`config.mk`:
```
export PLATFORM = sky130hd
export DESIGN_NAME = vga_sync_gen
export DESIGN_NICKNAME = d
export VERILOG_FILES = /design/src/rtl/vga_pkg.sv /design/src/rtl/sync_delay_line.sv /design/src/rtl/vga_sync_gen.sv
export SDC_FILE = /design/constraint.sdc
export NUM_CORES = 1
export LEC_CHECK = 0
export ABC_AREA = 1
export CAP_MARGIN = 20
export CORE_MARGIN = 2
export CORE_UTILIZATION = 35
export DETAILED_ROUTE_END_ITERATION = 8
export GPL_ROUTABILITY_DRIVEN = 1
export PLACE_DENSITY = 0.62
export SLEW_MARGIN = 20
export SYNTH_ARGS = -nofsm -noshare
export SYNTH_HDL_FRONTEND = slang
export SYNTH_SLANG_ARGS = --single-unit
```
`constraint.sdc`:
```
create_clock -name vga_clk -period 3.1 [get_ports vga_clk]
set_clock_uncertainty 0.15 [all_clocks]
set_input_delay 0.31 -clock vga_clk [delete_from_list [all_inputs] [get_ports vga_clk]]
set_output_delay 0.31 -clock vga_clk [all_outputs]
set_load 0.03 [all_outputs]
```
`src/rtl/vga_pkg.sv`:
```
// Shared raster timing constants for the 640x480@60 VGA path.
// vga_handler and the renderers import these so coordinate bounds and
// the renderer-to-DAC latency stay in step with the sync generator.
package vga_pkg;

    localparam int H_ACTIVE = 640;
    localparam int H_FP     = 16;
    localparam int H_SYNC   = 96;
    localparam int H_BP     = 48;
    localparam int V_ACTIVE = 480;
    localparam int V_FP     = 10;
    localparam int V_SYNC   = 2;
    localparam int V_BP     = 33;

    localparam int H_TOTAL  = H_ACTIVE + H_FP + H_SYNC + H_BP;
    localparam int V_TOTAL  = V_ACTIVE + V_FP + V_SYNC + V_BP;

    // Level driven on hsync/vsync while the pulse is active (0 = active-low).
    localparam logic SYNC_POL = 1'b0;

    // Clocks from x/y to pixel_color in vga_handler (renderer reg + output reg).
    localparam int PIPE_DLY = 2;

    // Width of the x/y coordinate buses.
    localparam int CNT_W = 10;

    // Raw per-pixel decode carried down the delay line.
    typedef struct packed {
        logic vis;
        logic hs;
        logic vs;
    } sync_bits_t;

endpackage

```
`src/rtl/sync_delay_line.sv`:
```
// N-stage, W-bit shift register with asynchronous active-low clear.
// N = 0 degenerates to a plain wire from d to q.
module sync_delay_line #(
    parameter int W = 3,
    parameter int N = 2
) (
    input  logic         clk,
    input  logic         rst_n,
    input  logic [W-1:0] d,
    output logic [W-1:0] q
);

    if (N == 0) begin : g_bypass
        logic unused_ok;
        assign unused_ok = ^{clk, rst_n};
        assign q = d;
    end else begin : g_stages
        logic [W-1:0] stages [N];

        // Shift d through N stages; reset clears every stage to zero.
        always_ff @(posedge clk or negedge rst_n) begin
            if (!rst_n) begin
                for (int i = 0; i < N; i++) begin
                    stages[i] <= '0;
                end
            end else begin
                stages[0] <= d;
                for (int i = 1; i < N; i++) begin
                    stages[i] <= stages[i-1];
                end
            end
        end

        assign q = stages[N-1];
    end

endmodule

```
`src/rtl/vga_sync_gen.sv`:
```
// Raster timing generator: free-running pixel/line counters exposed as
// x/y, sync/blank strobes delayed to line up with the registered pixel
// colour downstream, and a once-per-frame tick at the start of vertical
// blanking that game logic uses as its safe update window.
module vga_sync_gen
#(
    parameter int   H_ACTIVE = vga_pkg::H_ACTIVE,
    parameter int   H_FP     = vga_pkg::H_FP,
    parameter int   H_SYNC   = vga_pkg::H_SYNC,
    parameter int   H_BP     = vga_pkg::H_BP,
    parameter int   V_ACTIVE = vga_pkg::V_ACTIVE,
    parameter int   V_FP     = vga_pkg::V_FP,
    parameter int   V_SYNC   = vga_pkg::V_SYNC,
    parameter int   V_BP     = vga_pkg::V_BP,
    parameter logic SYNC_POL = vga_pkg::SYNC_POL,
    parameter int   PIPE_DLY = vga_pkg::PIPE_DLY
) (
    input  logic       vga_clk,
    input  logic       rst_n,
    output logic [9:0] x,
    output logic [9:0] y,
    output logic       hsync,
    output logic       vsync,
    output logic       blank_n,
    output logic       frame_tick
);

    import vga_pkg::*;

    localparam int H_TOT = H_ACTIVE + H_FP + H_SYNC + H_BP;
    localparam int V_TOT = V_ACTIVE + V_FP + V_SYNC + V_BP;

    if (H_TOT > 1024) begin : g_h_total_check
        $error("vga_sync_gen: horizontal total exceeds the 10-bit counter range");
    end
    if (V_TOT > 1024) begin : g_v_total_check
        $error("vga_sync_gen: vertical total exceeds the 10-bit counter range");
    end

    // Terminal counts and decode bounds; the window ends are 11 bits wide
    // so a total of exactly 1024 cannot alias back to zero.
    localparam logic [9:0]  H_LAST   = 10'(H_TOT - 1);
    localparam logic [9:0]  V_LAST   = 10'(V_TOT - 1);
    localparam logic [9:0]  V_VIS    = 10'(V_ACTIVE);
    localparam logic [10:0] H_VIS_E  = 11'(H_ACTIVE);
    localparam logic [10:0] V_VIS_E  = 11'(V_ACTIVE);
    localparam logic [10:0] HS_START = 11'(H_ACTIVE + H_FP);
    localparam logic [10:0] HS_END   = 11'(H_ACTIVE + H_FP + H_SYNC);
    localparam logic [10:0] VS_START = 11'(V_ACTIVE + V_FP);
    localparam logic [10:0] VS_END   = 11'(V_ACTIVE + V_FP + V_SYNC);

    logic [9:0] h_cnt;
    logic [9:0] v_cnt;
    logic [9:0] h_nxt;
    logic [9:0] v_nxt;
    sync_bits_t raw_nxt;
    sync_bits_t raw;
    sync_bits_t dly;

    // Next raster position; line and frame wrap resolve on the same edge.
    always_comb begin
        h_nxt = h_cnt + 10'd1;
        v_nxt = v_cnt;
        if (h_cnt == H_LAST) begin
            h_nxt = '0;
            if (v_cnt == V_LAST) begin
                v_nxt = '0;
            end else begin
                v_nxt = v_cnt + 10'd1;
            end
        end
    end

    // Decode the upcoming position so the registered strobes sit in the
    // same cycle as the coordinates they describe (zero added latency).
    always_comb begin
        raw_nxt     = '0;
        raw_nxt.vis = ({1'b0, h_nxt} < H_VIS_E) && ({1'b0, v_nxt} < V_VIS_E);
        raw_nxt.hs  = ({1'b0, h_nxt} >= HS_START) && ({1'b0, h_nxt} < HS_END);
        raw_nxt.vs  = ({1'b0, v_nxt} >= VS_START) && ({1'b0, v_nxt} < VS_END);
    end

    // Counters, aligned decode and the start-of-vblank tick.
    always_ff @(posedge vga_clk or negedge rst_n) begin
        if (!rst_n) begin
            h_cnt      <= '0;
            v_cnt      <= '0;
            raw        <= '0;
            frame_tick <= 1'b0;
        end else begin
            h_cnt      <= h_nxt;
            v_cnt      <= v_nxt;
            raw        <= raw_nxt;
            frame_tick <= (h_nxt == 10'd0) && (v_nxt == V_VIS);
        end
    end

    sync_delay_line #(
        .W (3),
        .N (PIPE_DLY)
    ) u_delay (
        .clk   (vga_clk),
        .rst_n (rst_n),
        .d     (raw),
        .q     (dly)
    );

    assign x = h_cnt;
    assign y = v_cnt;

    // Polarity is a constant, so these reduce to a wire or an inverter on a
    // flop output and cannot glitch.
    assign hsync   = dly.hs ? SYNC_POL : ~SYNC_POL;
    assign vsync   = dly.vs ? SYNC_POL : ~SYNC_POL;
    assign blank_n = dly.vis;

endmodule
```
==> metrics <==
synthesized area per cell ~7.4 um^2; YS warnings 0; worst endpoint required time around 3.2 ns; Starting Density 35.8%; sequential share of the synthesized area 44.9%; post-DP HPWL between 2000 and 3000 um; Seq cells post-synth 30; achievable clock frequency ~460 MHz; CTS Buf Count 5; total congestion overflow 0; drt initial violations 87; Pre-Repair DR Iteration Count 4; initial antenna violation count 0; CORE AREA 4660 um^2; most common cell in the netlist nand2_1; final hold viol count 0; routability cong. 0.835; Post-CTS Hold Buffers 0; Crit Path Category reg -> reg; Yosys top cell by area dfrtp_1; final setup violation count 0; RSZ-0062 raised after global routing no; Yosys cell types 24; IO Port Bufs 25; min Tclk post-route 2.18 ns; num rows 25; crit start category flip-flop; CTS tree yes; DRC Markers 0; ant diodes 0; Peak VDD IR around 0.2 mV; cells after synthesis 227; clock buffer depth 2; Die H around 73 um; PwrDens 350 nW/um^2; number of synthesized flops with an enable pin 0; CP arrival roughly 2.2 ns; asr flop ratio synth 100%; postcts setup bufs 0; total power around 0.73 mW; fill count just under 500; Final Util between 40% and 50%; Slew HR between 60% and 70%; CP max FO 12; GR Util All Layers 15.6%; post-CTS sizing 0; Clock Pin Slew Worst Setup and Hold Paths 0.07 ns; Least-Margin Pin Slew between 0.4 and 0.5 ns; commonest cells in the netlist 72 x nand2_1, 37 x inv_1, 32 x nor2_1; outcome finished clean; final WL 3610 um; io pins 26; nets around 260; Vias about 1400; Mapped Nets between 200 and 250; Die Area about 5300 um^2; post-DR wirelength/cell around 12 um; Final ANT Viol Nets 0; max_cap viols 0; Lkg Pwr ~1.1 nW; Hold Path Class reg -> reg; ys flop type dfrtp_1; CTS Sinks 30; Worst Setup End Kind flip-flop; Via density around 4.6; first-pass GRT wire length between 6000 and 7000 um; Synth area leaders dfrtp_1 45%, nand2_1 16%, inv_1 8.3%; Syn Std Cell Area approximately 1700 um^2; pin count of the biggest net entering global routing 31; worst skew pair latency approximately 0.28 ns; setup_tns 0 ns; Slew Viols, Final 0; Root Driver clkbuf_8; layout cell share with drive strength beyond 1 10.0%; vias in the first global route between 1000 and 1500; part of the cycle the worst path needs 70.5%; Die X ~73 um; H-tree depth 2; P&R area growth vs syn 24.2%; share of the synthesized area in the top cell type ~45%
[routing by layer]
layer / vias up / routed length (um) / GRT usage, % / part of all wire (%)
met1: 640 / 1850 / 22.4 / 51
li1: 762 / - / - / -
met4: 0 / 55 / 6.17 / 1.5
met5: - / 0 / 0 / 0
met2: 35 / 1550 / 22.2 / 43
met3: 5 / 144 / 3.87 / 4.0
[through the flow]
step	setup WS (ns)	hold WS (ns)	std cells	instance area [um^2]
2_1_floorplan	1.09	-0.136	227	1670
3_3_place_gp	1.06	0.183	305	1980
3_5_place_dp	0.926	0.187	305	1980
4_1_cts	0.915	0.202	313	2070
5_1_grt	0.668	0.206	313	2070
6_report	0.916	0.198	313	2070
[worst max-delay path: stages (launching register included)]
cell,delay [ns]
dfrtp_1,0.41
ha_1,0.26
nand4_2,0.18
nor2_2,0.45
nand3_1,0.13
nand2_1,0.12
nand3_1,0.15
nand2_1,0.10
nor2_1,0.04
a21oi_1,0.11
[power breakdown]
group | internal (mW) | total (mW) | switching, mW
clock | 0.178 | 0.326 | 0.148
sequential | 0.392 | 0.392 | 0
combinational | 0.00192 | 0.00917 | 0.00724
[sequential cells by signal, summed over array words and instances, names as in the netlist]
signal and flops:
x 10, y 10, raw 3, u_delay.g_stages.stages 3
u_delay.q 3, frame_tick 1
[placed cells by master (no fill, tap or decap), types with 2 or more instances in the layout]
cell              n
nand3_2           3
ha_1              3
nand4_1           7
inv_1            37
nor2_2            3
o21bai_1          2
nand2_1          72
nand3_1          17
a21oi_2           2
clkbuf_8          6
o21ai_1           2
o21ai_0           2
dfrtp_1          30
nand2_2           2
inv_2             2
nor2_1           32
clkdlybuf4s50_1  25
nor3_1            2
nand4_2           2
[kinds of logic after synthesis]
family,share of synthesized area [%]
buf+inv,9.74
flops,44.9
fa+ha+maj,2.25
xor+xnor,0.524
simple gates,39.1
compound gates,3.45
[area by class of cell]
cell class,count,area [um^2],share of cell area (%)
Tap cell,54,67.6,3.26
Clock inverter,2,12.5,0.603
Sequential cell,30,751,36.2
Multi-Input combinational cell,156,757,36.5
Timing Repair Buffer,26,258,12.4
Clock buffer,6,82.6,3.98
Inverter,39,146,7.06
[path summary, 6_finish.rpt]
| kind | from | slack, ns | cells past startpoint | end |
|---|---|---|---|---|
| max | x[0]$_DFF_PN0_ | 0.92 | 9 | raw[2]$_DFF_PN0_ |
| max in group asynchronous | rst_n | 2.26 | 2 | y[6]$_DFF_PN0_ |
| min reg2reg | u_delay.g_stages.stages[4]$_DFF_PN0_ | 0.20 | 0 | u_delay.q[1]$_DFF_PN0_ |
| min in group asynchronous | rst_n | 0.25 | 2 | x[6]$_DFF_PN0_ |
| max reg2reg | x[0]$_DFF_PN0_ | 0.92 | 9 | raw[2]$_DFF_PN0_ |
| min | u_delay.g_stages.stages[4]$_DFF_PN0_ | 0.20 | 0 | u_delay.q[1]$_DFF_PN0_ |
Note: power is estimated with default switching activity, not from simulation.
